<file path="src/rtl/cdb_arbiter_pkg.sv">
// Shared definitions for the CDB arbiter: source encodings, the "no redirect" pc,
// the default ROB id width and the round-robin step helper.
package cdb_arbiter_pkg;

  localparam int CDB_ROB_W   = 4;
  localparam int CDB_NUM_SRC = 3;

  localparam logic [31:0] CDB_NO_REDIRECT = 32'hFFFF_FFFF;

  typedef enum logic [1:0] {
    CDB_SRC_ALU = 2'd0,
    CDB_SRC_LD  = 2'd1,
    CDB_SRC_ST  = 2'd2
  } cdb_src_e;

  // Next source in round-robin order, wrapping ST back to ALU.
  function automatic cdb_src_e cdb_rr_inc(input cdb_src_e s);
    case (s)
      CDB_SRC_ALU: return CDB_SRC_LD;
      CDB_SRC_LD:  return CDB_SRC_ST;
      default:     return CDB_SRC_ALU;
    endcase
  endfunction

endpackage

</file>
<file path="src/rtl/cdb_arbiter_src_fifo.sv">
// cdb_src_fifo: per-producer result queue with wrap-bit pointers; flush empties it,
// en low freezes it. Full/empty are derived from pointers only.
module cdb_src_fifo
  import cdb_arbiter_pkg::*;
#(
  parameter int W     = 8,
  parameter int DEPTH = 4
) (
  input  logic         clk,
  input  logic         rst_n,
  input  logic         en_i,
  input  logic         flush_i,
  input  logic         push_i,
  input  logic [W-1:0] push_data_i,
  input  logic         pop_i,
  output logic [W-1:0] head_o,
  output logic         empty_o,
  output logic         full_o
);

  localparam int AW = $clog2(DEPTH);

  logic [AW:0]  wr_q, wr_d, rd_q, rd_d;
  logic [W-1:0] mem_q [DEPTH];
  logic         do_push, do_pop;

  assign empty_o = (wr_q == rd_q);
  assign full_o  = (wr_q[AW] != rd_q[AW]) && (wr_q[AW-1:0] == rd_q[AW-1:0]);

  // A push into a full queue is dropped; flush outranks both push and pop.
  assign do_push = en_i && !flush_i && push_i && !full_o;
  assign do_pop  = en_i && !flush_i && pop_i  && !empty_o;

  always_comb begin
    wr_d = wr_q;
    rd_d = rd_q;
    if (en_i && flush_i) begin
      wr_d = '0;
      rd_d = '0;
    end else begin
      if (do_push) wr_d = wr_q + 1'b1;
      if (do_pop)  rd_d = rd_q + 1'b1;
    end
  end

  always_ff @(posedge clk or negedge rst_n) begin
    if (!rst_n) begin
      wr_q <= '0;
      rd_q <= '0;
    end else begin
      wr_q <= wr_d;
      rd_q <= rd_d;
    end
  end

  // NOTE: storage has no reset; the pointers alone say which slots hold live data,
  // so resetting the array would only cost flops and reset routing.
  always_ff @(posedge clk) begin
    if (do_push) mem_q[wr_q[AW-1:0]] <= push_data_i;
  end

  assign head_o = mem_q[rd_q[AW-1:0]];

endmodule

</file>
<file path="src/rtl/cdb_arbiter.sv">
// cdb_arbiter: three producer FIFOs feeding one registered CDB broadcast via round-robin.
// Optional macro CDB_BYPASS_EN lets an empty, granted source's input skip its FIFO.
module cdb_arbiter
  import cdb_arbiter_pkg::*;
#(
  parameter int ROB_W      = CDB_ROB_W,
  parameter int FIFO_DEPTH = 4
) (
  input  logic             clk,
  input  logic             rst,
  input  logic             rdy,
  input  logic             flush,
  input  logic             alu_valid,
  input  logic [31:0]      alu_value,
  input  logic [ROB_W-1:0] alu_robid,
  input  logic [31:0]      alu_topc,
  output logic             alu_ready,
  input  logic             ld_valid,
  input  logic [31:0]      ld_value,
  input  logic [ROB_W-1:0] ld_robid,
  output logic             ld_ready,
  input  logic             st_valid,
  input  logic [ROB_W-1:0] st_robid,
  output logic             st_ready,
  output logic             cdb_valid,
  output logic [1:0]       cdb_src,
  output logic [31:0]      cdb_value,
  output logic [ROB_W-1:0] cdb_robid,
  output logic [31:0]      cdb_topc
);

  localparam int ALU_W = 64 + ROB_W;
  localparam int LD_W  = 32 + ROB_W;

  logic [2:0]       in_valid, empty, full, byp, avail, pop, push;
  logic [ALU_W-1:0] alu_head;
  logic [LD_W-1:0]  ld_head;
  logic [ROB_W-1:0] st_head;

  cdb_src_e         rr_q, rr_d, src_q, src_d, grant, cand;
  logic             found, use_in;
  logic             valid_q, valid_d;
  logic [31:0]      value_q, value_d, topc_q, topc_d, sel_value, sel_topc;
  logic [ROB_W-1:0] robid_q, robid_d, sel_robid;

  assign in_valid = {st_valid, ld_valid, alu_valid};

  cdb_src_fifo #(.W(ALU_W), .DEPTH(FIFO_DEPTH)) u_alu_fifo (
    .clk(clk), .rst_n(rst), .en_i(rdy), .flush_i(flush),
    .push_i(push[CDB_SRC_ALU]), .push_data_i({alu_topc, alu_value, alu_robid}),
    .pop_i(pop[CDB_SRC_ALU]), .head_o(alu_head),
    .empty_o(empty[CDB_SRC_ALU]), .full_o(full[CDB_SRC_ALU])
  );

  cdb_src_fifo #(.W(LD_W), .DEPTH(FIFO_DEPTH)) u_ld_fifo (
    .clk(clk), .rst_n(rst), .en_i(rdy), .flush_i(flush),
    .push_i(push[CDB_SRC_LD]), .push_data_i({ld_value, ld_robid}),
    .pop_i(pop[CDB_SRC_LD]), .head_o(ld_head),
    .empty_o(empty[CDB_SRC_LD]), .full_o(full[CDB_SRC_LD])
  );

  cdb_src_fifo #(.W(ROB_W), .DEPTH(FIFO_DEPTH)) u_st_fifo (
    .clk(clk), .rst_n(rst), .en_i(rdy), .flush_i(flush),
    .push_i(push[CDB_SRC_ST]), .push_data_i(st_robid),
    .pop_i(pop[CDB_SRC_ST]), .head_o(st_head),
    .empty_o(empty[CDB_SRC_ST]), .full_o(full[CDB_SRC_ST])
  );

  assign alu_ready = !full[CDB_SRC_ALU];
  assign ld_ready  = !full[CDB_SRC_LD];
  assign st_ready  = !full[CDB_SRC_ST];

`ifdef CDB_BYPASS_EN
  assign byp = in_valid & empty;
`else
  assign byp = '0;
`endif

  assign avail = ~empty | byp;

  // NOTE: combinational blocks assign every output a default first, so no path
  // through the logic leaves a signal unassigned and a latch is never inferred.
  always_comb begin
    found = 1'b0;
    grant = rr_q;
    cand  = rr_q;
    for (int k = 0; k < CDB_NUM_SRC; k++) begin
      if (!found && avail[cand]) begin
        found = 1'b1;
        grant = cand;
      end
      cand = cdb_rr_inc(cand);
    end
  end

  // A granted source with an empty FIFO can only be a bypass; a queued head always wins.
  assign use_in = found && empty[grant];
  assign pop    = (found && !empty[grant]) ? (3'b001 << grant) : 3'b000;
  assign push   = in_valid & ~(use_in ? (3'b001 << grant) : 3'b000);

  always_comb begin
    sel_value = '0;
    sel_robid = '0;
    sel_topc  = CDB_NO_REDIRECT;
    case (grant)
      CDB_SRC_ALU: {sel_topc, sel_value, sel_robid} =
                     use_in ? {alu_topc, alu_value, alu_robid} : alu_head;
      CDB_SRC_LD:  {sel_value, sel_robid} = use_in ? {ld_value, ld_robid} : ld_head;
      CDB_SRC_ST:  sel_robid = use_in ? st_robid : st_head;
      default: ;
    endcase
  end

  always_comb begin
    valid_d = valid_q;
    src_d   = src_q;
    value_d = value_q;
    robid_d = robid_q;
    topc_d  = topc_q;
    rr_d    = rr_q;
    if (rdy) begin
      if (flush) begin
        valid_d = 1'b0;
      end else if (found) begin
        valid_d = 1'b1;
        src_d   = grant;
        value_d = sel_value;
        robid_d = sel_robid;
        topc_d  = sel_topc;
        rr_d    = cdb_rr_inc(grant);
      end else begin
        valid_d = 1'b0;
      end
    end
  end

  // NOTE: state registers use non-blocking assignments so every flop samples the
  // pre-edge values regardless of process ordering.
  always_ff @(posedge clk or negedge rst) begin
    if (!rst) begin
      valid_q <= 1'b0;
      src_q   <= CDB_SRC_ALU;
      value_q <= '0;
      robid_q <= '0;
      topc_q  <= CDB_NO_REDIRECT;
      rr_q    <= CDB_SRC_ALU;
    end else begin
      valid_q <= valid_d;
      src_q   <= src_d;
      value_q <= value_d;
      robid_q <= robid_d;
      topc_q  <= topc_d;
      rr_q    <= rr_d;
    end
  end

  assign cdb_valid = valid_q;
  assign cdb_src   = src_q;
  assign cdb_value = value_q;
  assign cdb_robid = robid_q;
  assign cdb_topc  = topc_q;

endmodule

</file>
<file path="config.mk">
export PLATFORM = sky130hd
export DESIGN_NAME = cdb_arbiter
export DESIGN_NICKNAME = d
export VERILOG_FILES = /design/src/rtl/cdb_arbiter_pkg.sv /design/src/rtl/cdb_arbiter_src_fifo.sv /design/src/rtl/cdb_arbiter.sv
export SDC_FILE = /design/constraint.sdc
export NUM_CORES = 1
export LEC_CHECK = 0
export CORE_ASPECT_RATIO = 0.5
export CORE_UTILIZATION = 53
export DETAILED_ROUTE_END_ITERATION = 10
export DONT_BUFFER_PORTS = 1
export GPL_TIMING_DRIVEN = 0
export PLACE_DENSITY = 0.69
export SYNTH_ARGS = -nofsm -noshare
export SYNTH_HDL_FRONTEND = slang
export SYNTH_SLANG_ARGS = --single-unit
</file>
<file path="constraint.sdc">
create_clock -name clk -period 5.2 [get_ports clk]
set_input_delay 1.04 -clock clk [delete_from_list [all_inputs] [get_ports clk]]
set_output_delay 1.04 -clock clk [all_outputs]
set_load 0.05 [all_outputs]
</file>
-- Word level (Yosys, flattened, before mapping)
Memory sizes are Yosys's and may differ from the RTL's.
Index checks and enable logic that the tools add are counted.
- reductions and logical operators: 41
- mux-type cells: 44
- shift operators: 1
- magnitude comparators: 4
- equality and inequality tests: 13
- divide/modulo/power cells: 0
- bitwise logic cells: 4
- add/sub/neg operators: 6
- $mul: 0
- operator list (kind ; count):
    68-bit two-way mux ; 1
    32-bit one-hot mux with 2 select lines ; 1
    3-bit two-way mux ; 14
    36-bit two-way mux ; 1
    32-bit two-way mux ; 1
    1-bit logical AND ; 21
    3-bit by 1-bit adder with 3-bit output, second input constant ; 6
    1-bit two-way mux ; 15
    2-bit by 3-bit < comparator with 1-bit output, second input constant ; 4
    2-bit one-hot mux with 2 select lines ; 3
    4-bit one-hot mux with 3 select lines ; 1
    2-bit nonzero test ; 6
    1-bit zero test ; 10
    3-bit equality test ; 3
    1-bit binary-select mux with 2-bit select ; 4
    2-bit by 1-bit equality test with 1-bit output, second input constant ; 3
    2-bit equality test ; 3
    2-bit zero test ; 3
    3-bit NOT ; 2
    2-bit two-way mux ; 2
    4-bit two-way mux ; 1
    3-bit bitwise AND ; 1
    1-bit != test ; 3
    3-bit AND reduction ; 1
    other kinds (3) ; 3
- memory bits (read-only): 0
- bits of input ports: 115
- RAM bits: 432
- logic and storage cells: 128
- memories: 3
- flip-flop bits (word level): 91
- bits in latches: 0
- output and inout port bits: 74
- memory list (name ; depth ; bits a word ; rd ports ; clocked after memory_dff ; write ports ; RTL line ; source):
    u_alu_fifo.mem_q ; 4 ; 68 ; 1 ; 0 ; 1 ; cdb_arbiter_src_fifo.sv:24 ; logic [W-1:0] mem_q [DEPTH];
    u_ld_fifo.mem_q ; 4 ; 36 ; 1 ; 0 ; 1 ; cdb_arbiter_src_fifo.sv:24 ;
    u_st_fifo.mem_q ; 4 ; 4 ; 1 ; 0 ; 1 ; cdb_arbiter_src_fifo.sv:24 ;

-- Logic depth before layout (Yosys ltp)
Gate-level depths: netlist of the first run.
- word-level depth: 21
- mapped depth: 10
- mapped depth without buffers: 6

-- Hierarchy
A second synthesis of the first run with hierarchy kept.
- cells, all modules: 980
- area total of the unflattened synthesis: 20289.5 um^2
- by module, submodules not included (module ; instances ; seq. area each (um^2) ; cells an instance ; area an instance (um^2)):
    cdb_src_fifo at u_alu_fifo ; 1 ; 8318.0 ; 405 ; 10231.1
    cdb_src_fifo at u_ld_fifo ; 1 ; 4474.3 ; 238 ; 5677.9
    cdb_arbiter ; 1 ; 1866.8 ; 266 ; 3278.1
    cdb_src_fifo at u_st_fifo ; 1 ; 630.6 ; 71 ; 1102.3

-- Least setup slack after synthesis of the first run
Ideal clock, no wire load.
- kind: in2reg
- start: input rdy
- end: memory u_alu_fifo.mem_q[3][0] (netlist bit) (enable)
- library setup time: 435 ps
- data arrival time: 3270 ps
- cell stages on the path: 4
- required time: 4765 ps
- path slack: 1495 ps
- path through: nor2b_1 -> and3_1 -> clkbuf_1 -> and2_1
- longest elaborated chain between the ends: 5
- RTL lines (what ; RTL line ; source):
    start: declaration ; cdb_arbiter.sv:11 ; input logic rdy,
    1-bit logical AND (3 in series) ; cdb_arbiter_src_fifo.sv:31 ; assign do_push = en_i && !flush_i && push_i && !full_o;
    1-bit two-way mux ; cdb_arbiter_src_fifo.sv:59 ; if (do_push) mem_q[wr_q[AW-1:0]] <= push_data_i;
    1-bit two-way mux (not written as such) ; cdb_arbiter_src_fifo.sv:59 ;
    end: declaration ; cdb_arbiter_src_fifo.sv:24 ;
Every way passes these cells.

-- Final worst setup path of the first run
- start: register u_alu_fifo.rd_q[1]
- end: memory u_alu_fifo.mem_q[2][21] (netlist bit) (enable)
- elaborated cells between the ends (all ways): 31
- those cells by class: eq/ne: 2; shift: 1; mux: 16; bitwise: 3; reduce/logical: 9
- RTL lines (what ; RTL line ; source):
    start: declaration ; cdb_arbiter_src_fifo.sv:23 ; logic [AW:0] wr_q, wr_d, rd_q, rd_d;
    start signal: assignment ; cdb_arbiter_src_fifo.sv:52 ; rd_q <= rd_d;
    2-bit equality test ; cdb_arbiter_src_fifo.sv:28 ; assign full_o = (wr_q[AW] != rd_q[AW]) && (wr_q[AW-1:0] == rd_q[AW-1:0]);
    1-bit logical AND ; cdb_arbiter_src_fifo.sv:28 ;
    1-bit zero test ; n/a ;
    via alu_ready ; cdb_arbiter.sv:17 ; output logic alu_ready,
    1-bit logical AND ; cdb_arbiter_src_fifo.sv:31 ;
    1-bit two-way mux ; cdb_arbiter_src_fifo.sv:59 ;
    1-bit two-way mux (not written as such) ; cdb_arbiter_src_fifo.sv:59 ;
The timed path passes the listed nets, and every way through them passes these cells. The select of a mux whose other input is x is not followed.

==> run_results.csv, run 1 <==
group,metric,value,unit
status,status,"complete, no violations",
drt,wl,40900,um
pwr,p_comb_share,21.5,%
cts,post_cts_resized,0,
layout,stdcell_area,22300,um^2
sta,hold_viol_final,0,
cts,path_clk_slew,0.07,ns
sta,tightest_slew,1.02,ns
critical_path,r2r_cells,7,
layout,area_growth,12.0,%
layout,diodes,0,
cts,holdBufCountCts,0,
placement,placed_cells,1424,
global_route,grt_use_total,21.8,%
floorplan,die_x,276,um
drt,avgViaCountPerCell,6.15,
floorplan,start_util,54.6,%
synthesis,ys_ff_latch,523,
synthesis,syn_area,19900,um^2
synthesis,synth_commonest_cells,"edfxtp_1 (432), mux4_2 (104), a22o_1 (60), dfrtp_1 (59), clkbuf_1 (35)",
critical_path,crit_path_start_kind,"flop",
layout,drive_above_1_share,22.9,%
synthesis,ys_top_cells_by_area,"edfxtp_1 (65%), mux4_2 (12%), dfrtp_1 (7.4%)",
synthesis,post-synth-top-count-cell,"edfxtp_1",
floorplan,die-area,38400,um^2
drt,ant_nets,0,
placement,io_buffers,0,
pwr,report.power.total,11900,uW
sta,slew_headroom,31.8,%
critical_path,critPathCaptureType,"flop",
pwr,clockPowerShare,29.9,%
critical_path,crit_path_start,"u_alu_fifo.rd_q[1]$_DFFE_PN0P_",
synthesis,synthArstFlopShare,17.4,%
synthesis,synthCells,932,
drt,drt_pass1_iterations,5,
sta,fmax,314,MHz
sta,drv_slew,0,
synthesis,synth_ff_type,"edfxtp_1",
floorplan,ios,189,
synthesis,synth_edf_count,432,
layout,nNetsFinal,1117,
sta,fin_crit,3.19,ns
pwr,power_frac_seq,48.6,%
global_route,grt_first_pass_wirelength,61900,um
floorplan,std_cell_rows,49,
cts,clkSinkCount,523,
layout,stdcell_count,1508,
floorplan,core,36400,um^2
synthesis,yosys_warnings,0,
cts,post_cts_buffers,0,
drt,via_count,9271,
synthesis,yosysSeqAreaShare,76.8,%
drt,drc_errors,0,
pwr,ir_drop,283,uV
cts,cts_buffer_depth,3,
synthesis,avgSynthCellArea,21.4,um^2
critical_path,crit_fanout,50,
cts,h-tree-depth,2,
run,maxCapViolations,0,
pwr,power.leakage,0.00735,uW
pwr,power.switching,3700,uW
placement,placed_cell_area,20700,um^2
placement,finalWeightedCongestion,0.785,
synthesis,synth_fp_nets,1062,
critical_path,r2r_start,"u_alu_fifo.rd_q[1]$_DFFE_PN0P_",
pwr,p_per_area,536,nW/um^2
critical_path,cp_data_required_time,5.42,ns
global_route,first_global_vias,9858,
sta,skew,0.0163,ns
sta,setup_viol,0,
global_route,grt_overflow_total,0,
synthesis,yosysTopAreaCellShare,65.2,%
drt,wire_per_inst,27.1,um
critical_path,path_class,"reg -> reg",
sta,finalCritPeriodShare,61.3,%
placement,dp_hpwl,25600,um
global_route,grt_max_degree,92,
pwr,p_int,8250,uW
cts,cts_root_buffer,"clkbuf_16",
cts,cts_tree,"done",
pwr,power_switching_share,31.0,%
hold_path,hold_class,"in -> async",
sta,rsz0062_at_grt,"false",
cts,clkLatencyLatePin,0.56,ns
synthesis,yosys.area.top_type,"edfxtp_1",
floorplan,die_h,139,um
drt,first_iter_violations,664,
global_route,antenna_found_initial,0,
critical_path,arrival,3.41,ns
cts,cts_buffers,45,
synthesis,ys_types,47,
logic make-up after synthesis:
logic type / count (synthesis) / synth area share (%)
AND/OR/NAND/NOR: 67 / 1.73
multiplexers: 114 / 12.6
buffers and inverters: 66 / 1.61
adder cells (fa/ha/maj): 15 / 0.943
AO/OA/AOI/OAI: 124 / 5.28
flip-flops: 523 / 76.8
XOR/XNOR: 23 / 1.01
sequential cells by signal (all words and copies together), names as in the netlist, 4 cells and up:
register	flops
cdb_robid	4
u_st_fifo.mem_q	16
cdb_topc	32
u_alu_fifo.mem_q	272
u_ld_fifo.mem_q	144
cdb_value	32
critical path, cell delays in order (launching register included):
cell,delay [ns]
dfrtp_1,0.36
clkbuf_1,0.44
xnor2_1,0.20
nand3b_1,0.51
and3_1,0.24
clkbuf_1,0.25
and2_4,0.45
buf_16,0.35
worst paths after layout:
check	to	slack (ns)
min in group clk	u_ld_fifo.mem_q[1][3]$_DFFE_PP_	0.57
setup reg to reg	u_alu_fifo.mem_q[2][21]$_DFFE_PP_	2.01
max in group asynchronous	cdb_topc[31]$_DFFE_PN1P_	4.74
setup / recovery	u_alu_fifo.mem_q[2][21]$_DFFE_PP_	2.01
hold reg to reg	u_alu_fifo.rd_q[2]$_DFFE_PN0P_	0.58
hold / removal	cdb_value[26]$_DFFE_PN0P_	0.20
power groups by stage:
stage,clock [uW],sequential (uW),combinational (uW)
floorplan,0,5800,1980
global placement,0,5900,2520
detailed placement,0,5900,2580
CTS,3630,5810,2590
global route,3780,5830,2760
finish,3580,5810,2570
cell usage in the layout, fill, tap and decap left out, types with 4 or more instances in the layout:
master / count
mux4_1: 4
edfxtp_1: 432
a22o_1: 60
and3_1: 5
clkbuf_1: 43
dfstp_2: 32
clkinv_1: 9
xnor2_1: 14
and2_4: 4
buf_12: 4
clkbuf_16: 47
o22a_1: 32
mux4_2: 104
nor2_1: 25
buf_6: 8
a21oi_1: 9
or3_1: 4
buf_1: 7
clkinv_2: 6
xor2_1: 9
ha_1: 15
buf_16: 4
nor2b_1: 4
mux2i_1: 6
bufinv_16: 8
clkbuf_8: 4
and2_2: 4
dfrtp_1: 59
inv_1: 10
and2_1: 6
nand3_1: 6
routing by layer:
metal / vias to the layer above / track usage, % / part of all wire, %
li1: 3943 / - / -
met1: 5041 / 28.2 / 41
met2: 233 / 38.1 / 52
met3: 54 / 4.95 / 5.5
met4: 0 / 5.03 / 2.0
met5: - / 0 / 0
metrics by stage:
step                setup WS (ns)  utilization (%)  hold WS [ns]  setup TNS (ns)
floorplan                    1.50                -         0.525               0
global placement           -0.444             56.3         0.544         -110.35
detailed placement           1.98             56.9         0.559               0
CTS                          1.98             61.2         0.154               0
global route                 1.83             61.2         0.162               0
finish                       2.01             61.2         0.197               0
cell type report:
class | count | area (um^2)
Clock inverter | 25 | 320
Tap cell | 484 | 606
Inverter | 10 | 37.5
Multi-Input combinational cell | 343 | 4310
Buffer | 56 | 283
Fill cell | 2537 | 14100
Timing Repair Buffer | 8 | 190
Clock buffer | 59 | 1260
Sequential cell | 523 | 15300
No activity file was read; power rests on OpenSTA's default activity.
==> inputs of run 2 (changes only) <==
- clock period: 5.2 -> 3.1 ns (I/O delays scaled with it)
==> run_results.csv, run 2 (same netlist as run 1, synthesis figures left out) <==
group,metric,value,unit
cts,clkLatencyLatePin,0.56,ns
drt,ant_nets,0,
placement,dp_hpwl,25800,um
sta,tightest_slew,0.962,ns
cts,cts_buffer_depth,3,
sta,finalCritPeriodShare,92.7,%
sta,slew_headroom,35.9,%
placement,io_buffers,0,
run,maxCapViolations,0,
hold_path,hold_class,"in -> async",
sta,setup_viol,0,
critical_path,crit_fanout,37,
sta,fin_crit,2.87,ns
layout,stdcell_count,1512,
layout,largest_reg_flops,272,
pwr,p_per_area,888,nW/um^2
layout,drive_above_1_share,23.7,%
layout,diodes,0,
cts,clkSinkCount,523,
critical_path,r2r_cells,8,
layout,area_growth,12.0,%
drt,via_count,9313,
critical_path,timing.rr.end,"u_alu_fifo.wr_q[2]$_DFFE_PN0P_",
global_route,grt_use_total,22.2,%
drt,drc_errors,0,
drt,highest_layer,"met4",
critical_path,cp-endpoint,"u_alu_fifo.wr_q[2]$_DFFE_PN0P_",
floorplan,ios,189,
global_route,grt_max_degree,92,
global_route,grt_overflow_total,0,
critical_path,r2r_slack,0.23,ns
sta,skew,0.0174,ns
layout,mostFrequentLayoutCells,"edfxtp_1 (432), mux4_2 (104), a22o_1 (60), dfrtp_1 (59), clkbuf_16 (47)",
sta,rsz0062_at_grt,"false",
sta,fin_hold_ws,0.0243,ns
sta,fmax,348,MHz
drt,wl,41100,um
floorplan,die-area,38400,um^2
sta,hold_viol_final,0,
floorplan,core,36400,um^2
critical_path,arrival,3.30,ns
layout,nNetsFinal,1121,
drt,wire_per_inst,27.2,um
pwr,clockPowerShare,28.8,%
layout,final_common_cell,"edfxtp_1",
pwr,power.switching,6230,uW
critical_path,crit_path_start_kind,"flop",
floorplan,die_h,139,um
floorplan,die_x,276,um
cts,cts_root_buffer,"clkbuf_16",
drt,drt_pass1_iterations,5,
layout,nFillCells,2508,
drt,wl_met1,16400,um
pwr,power.leakage,0.00735,uW
floorplan,std_cell_rows,49,
cts,cts_tree,"done",
floorplan,start_util,54.6,%
drt,first_iter_violations,748,
drt,wl_met3,2760,um
sta,drv_slew,0,
drt,route.met2.wl,21000,um
global_route,grt_first_pass_wirelength,62500,um
cts,h-tree-depth,2,
placement,finalWeightedCongestion,0.803,
global_route,first_global_vias,9977,
drt,avgViaCountPerCell,6.16,
critical_path,cp_data_required_time,3.53,ns
cts,post_cts_buffers,0,
pwr,p_int,13600,uW
pwr,p_comb_share,22.0,%
critical_path,crit_path_start,"u_alu_fifo.rd_q[1]$_DFFE_PN0P_",
placement,placed_cell_area,20700,um^2
layout,stdcell_area,22300,um^2
cts,cts_buffers,45,
status,status,"complete, no violations",
layout,fin_util,61.2,%
pwr,ir_drop,450,uV
critical_path,path_class,"reg -> reg",
critical_path,r2r_start,"u_alu_fifo.rd_q[1]$_DFFE_PN0P_",
placement,placed_cells,1424,
global_route,antenna_found_initial,1,
pwr,power_switching_share,31.5,%
critical_path,critPathCaptureType,"flop",
pwr,power_frac_seq,49.2,%
cts,path_clk_slew,0.07,ns
-- run 2: cell count changes in the layout (fill, tap and decap cells not counted), moves of 2 or more --
cell,before,now
and2_2,4,8
bufinv_16,8,4
clkbuf_1,43,41
clkbuf_8,4,6
clkinv_1,9,7
clkinv_2,6,8
-- run 2: final cells by class --
| cell class | count | area, um^2 | share of cell area (%) |
|---|---|---|---|
| timing repair buffer | 9 | 218 | 0.977 |
| clock inverter | 23 | 219 | 0.983 |
| inverter | 10 | 37.5 | 0.168 |
| buffer | 55 | 280 | 1.26 |
| multi-input combinational | 347 | 4340 | 19.5 |
| tap | 484 | 606 | 2.72 |
| clock buffer | 61 | 1290 | 5.78 |
| sequential | 523 | 15300 | 68.6 |
-- run 2: metrics by stage --
stage | total power [uW] | worst slack (ns) | TNS (ns)
floorplan | 13000 | 0.202 | 0
global placement | 14100 | -1.02 | -358.79
detailed placement | 14200 | -0.363 | -52.07
CTS | 20000 | 0.0217 | 0
global route | 20600 | 0.0529 | 0
finish | 19800 | 0.225 | 0
-- run 2: worst min-delay path by stage --
stage	from	end	slack, ns	cells past startpoint
after global routing	rst	cdb_valid$_DFFE_PN0P_	0.04	1
after detailed placement	rst	cdb_valid$_DFFE_PN0P_	0.33	0
after CTS	rst	u_alu_fifo.wr_q[1]$_DFFE_PN0P_	0.01	1
final	rst	cdb_valid$_DFFE_PN0P_	0.02	1
after global placement	rst	cdb_valid$_DFFE_PN0P_	0.34	0
after floorplan	rst	cdb_robid[0]$_DFFE_PN0P_	0.32	0
-- run 2: what timing repair did --
action,CTS,global route
gates cloned,4,0
hold endpoints to repair,91,0
pin swaps,4,0
hold buffers,1,0
resized for setup,1,2
setup endpoints to repair,253,157
-- run 2: power groups by stage --
stage	combinational, uW	clock (uW)	sequential [uW]
after floorplan	3310	0	9720
after global placement	4230	0	9880
after detailed placement	4330	0	9900
after CTS	4390	5820	9750
after global routing	4700	6080	9780
final	4350	5700	9740
-- run 2: routing by layer --
metal / up-vias / GRT usage [%]
met5: - / 0
met3: 63 / 6.08
met1: 4975 / 27.9
li1: 3968 / -
met4: 0 / 6.44
met2: 307 / 38.1
-- run 2: critical path, stage by stage (launching register included) --
cell      delay (ns)
dfrtp_1         0.38
clkbuf_2        0.25
xnor2_1         0.33
nand3b_1        0.52
and3_4          0.48
and2_4          0.27
buf_16          0.24
xnor2_1         0.20
nor2_1          0.06
==> inputs of run 3 (changes only) <==
- PLACE_DENSITY: 0.69 -> 0.68
==> run_results.csv, run 3 (same netlist as run 1, synthesis figures left out) <==
group,metric,value,unit
critical_path,crit_buf_inv,2,
status,status,"finished, violations left",
sta,tightest_slew,1.01,ns
pwr,report.power.total,19600,uW
cts,cts_buffer_depth,3,
cts,post_cts_buffers,0,
sta,fin_hold_ws,-0.0190,ns
sta,finalCritPeriodShare,93.0,%
drt,drt_pass1_iterations,4,
sta,fin_crit,2.88,ns
cts,cts_buffers,44,
sta,rsz0062_at_grt,"false",
critical_path,critical-path-top-delay-family,"simple AND/OR/NAND/NOR gates",
cts,cts_tree,"done",
sta,setup_tns,0,ns
sta,skew,0.0202,ns
layout,mostFrequentLayoutCells,"edfxtp_1 (432), mux4_2 (104), a22o_1 (60), dfrtp_1 (59), clkbuf_1 (48)",
critical_path,path_class,"reg -> reg",
floorplan,start_util,54.6,%
critical_path,cp_data_required_time,3.52,ns
sta,setup_viol,0,
cts,clkSinkCount,523,
critical_path,critPathCaptureType,"flop",
cts,clkLatencyLatePin,0.56,ns
floorplan,std_cell_rows,49,
floorplan,ios,189,
sta,slew_headroom,32.5,%
critical_path,cpMostUsedCell,"xnor2_1",
cts,path_clk_slew,0.07,ns
global_route,use_met1,30.0,%
global_route,grt_busiest_layer,"met2",
layout,nNetsFinal,1120,
status,violations,"hold timing",
critical_path,critical_path.max_stage_delay,0.57,ns
global_route,antenna_found_initial,2,
layout,multi_input_area,4340,um^2
critical_path,crit_fanout,46,
hold_path,hold_class,"in -> async",
drt,ant_nets,0,
critical_path,critPathSlowestCell,"and3_2",
floorplan,die_x,276,um
drt,avgViaCountPerCell,6.17,
global_route,use_met3,4.94,%
drt,wl,41600,um
sta,drv_slew,0,
drt,via_count,9311,
cts,cts_root_buffer,"clkbuf_16",
global_route,grt_max_degree,92,
sta,hold_viol_final,7,
critical_path,arrival,3.30,ns
run,maxCapViolations,0,
global_route,met2_usage,37.5,%
pwr,power.leakage,0.00730,uW
pwr,ir_drop,485,uV
pwr,p_per_area,881,nW/um^2
global_route,grt_overflow_total,0,
layout,area_growth,11.6,%
layout,nFillCells,2580,
layout,drive_above_1_share,23.1,%
global_route,grt_first_pass_wirelength,62800,um
floorplan,die_h,139,um
placement,finalWeightedCongestion,0.802,
sta,fmax,347,MHz
placement,io_buffers,0,
layout,regArea,15300,um^2
layout,diodes,0,
layout,final_common_cell,"edfxtp_1",
drt,first_iter_violations,748,
floorplan,die-area,38400,um^2
critical_path,crit_path_start_kind,"flop",
drt,drc_errors,0,
drt,wire_per_inst,27.6,um
placement,dp_hpwl,25400,um
global_route,first_global_vias,9801,
floorplan,core,36400,um^2
global_route,grt_use_total,22.2,%
critical_path,critical_path.cell_chain,"clkbuf_2 > xnor2_1 > nand3b_1 > and3_2 > and2_4 > buf_16 > xnor2_1 > nor2_1",
layout,largest_reg_flops,272,
cts,h-tree-depth,2,
## run 3: what timing repair did
action,CTS,global route
endpoints found under the setup margin,145,151
pin swaps,5,0
cloned,4,0
hold endpoints to repair,91,0
gates resized for setup,1,2
hold buffers,1,0
## run 3: per-stage QoR
step / std cells / setup WS, ns / cell area (um^2) / util [%] / hold slack [ns]
global placement: 1416 / -1.04 / 20500 / 56.3 / 0.333
finish: 1510 / 0.216 / 22200 / 61.0 / -0.0190
global route: 1510 / 0.0383 / 22200 / 61.0 / 0.0316
CTS: 1510 / 0.00894 / 22200 / 61.0 / 0.0174
floorplan: 932 / 0.202 / 19900 / - / 0.324
detailed placement: 1424 / -0.222 / 20700 / 56.9 / 0.334
## run 3: metal layers
layer | part of all wire (%) | routed length (um)
met3 | 6.0 | 2490
met4 | 1.7 | 705
met2 | 51 | 21000
met5 | 0 | 0
met1 | 42 | 17400
## run 3: final cells by class
type	instances	share of cell area, %
clock inverter	13	0.462
inverter	10	0.169
sequential	523	68.9
multi-input combinational	347	19.5
buffer	55	1.26
tap	484	2.73
timing repair buffer	9	1.05
clock buffer	69	5.93
## run 3: final timing paths
kind                       slack [ns]                           start                                 to  cells past startpoint
max                              0.22  u_alu_fifo.rd_q[1]$_DFFE_PN0P_     u_alu_fifo.wr_q[2]$_DFFE_PN0P_                      8
min                             -0.02                             rst              cdb_valid$_DFFE_PN0P_                      1
max reg2reg                      0.22  u_alu_fifo.rd_q[1]$_DFFE_PN0P_     u_alu_fifo.wr_q[2]$_DFFE_PN0P_                      8
min reg2reg                      0.57  u_alu_fifo.rd_q[2]$_DFFE_PN0P_     u_alu_fifo.rd_q[2]$_DFFE_PN0P_                      2
max in group asynchronous        2.65                             rst            cdb_topc[5]$_DFFE_PN1P_                      1
min in group clk                 0.15                    alu_value[6]  u_alu_fifo.mem_q[3][10]$_DFFE_PP_                      0
## run 3: power by group
| group | leakage, uW | internal (uW) | switching, uW | total, uW |
|---|---|---|---|---|
| clock | 0.000683 | 3020 | 2430 | 5450 |
| sequential | 0.00501 | 8220 | 1510 | 9730 |
| combinational | 0.00160 | 2090 | 2300 | 4390 |
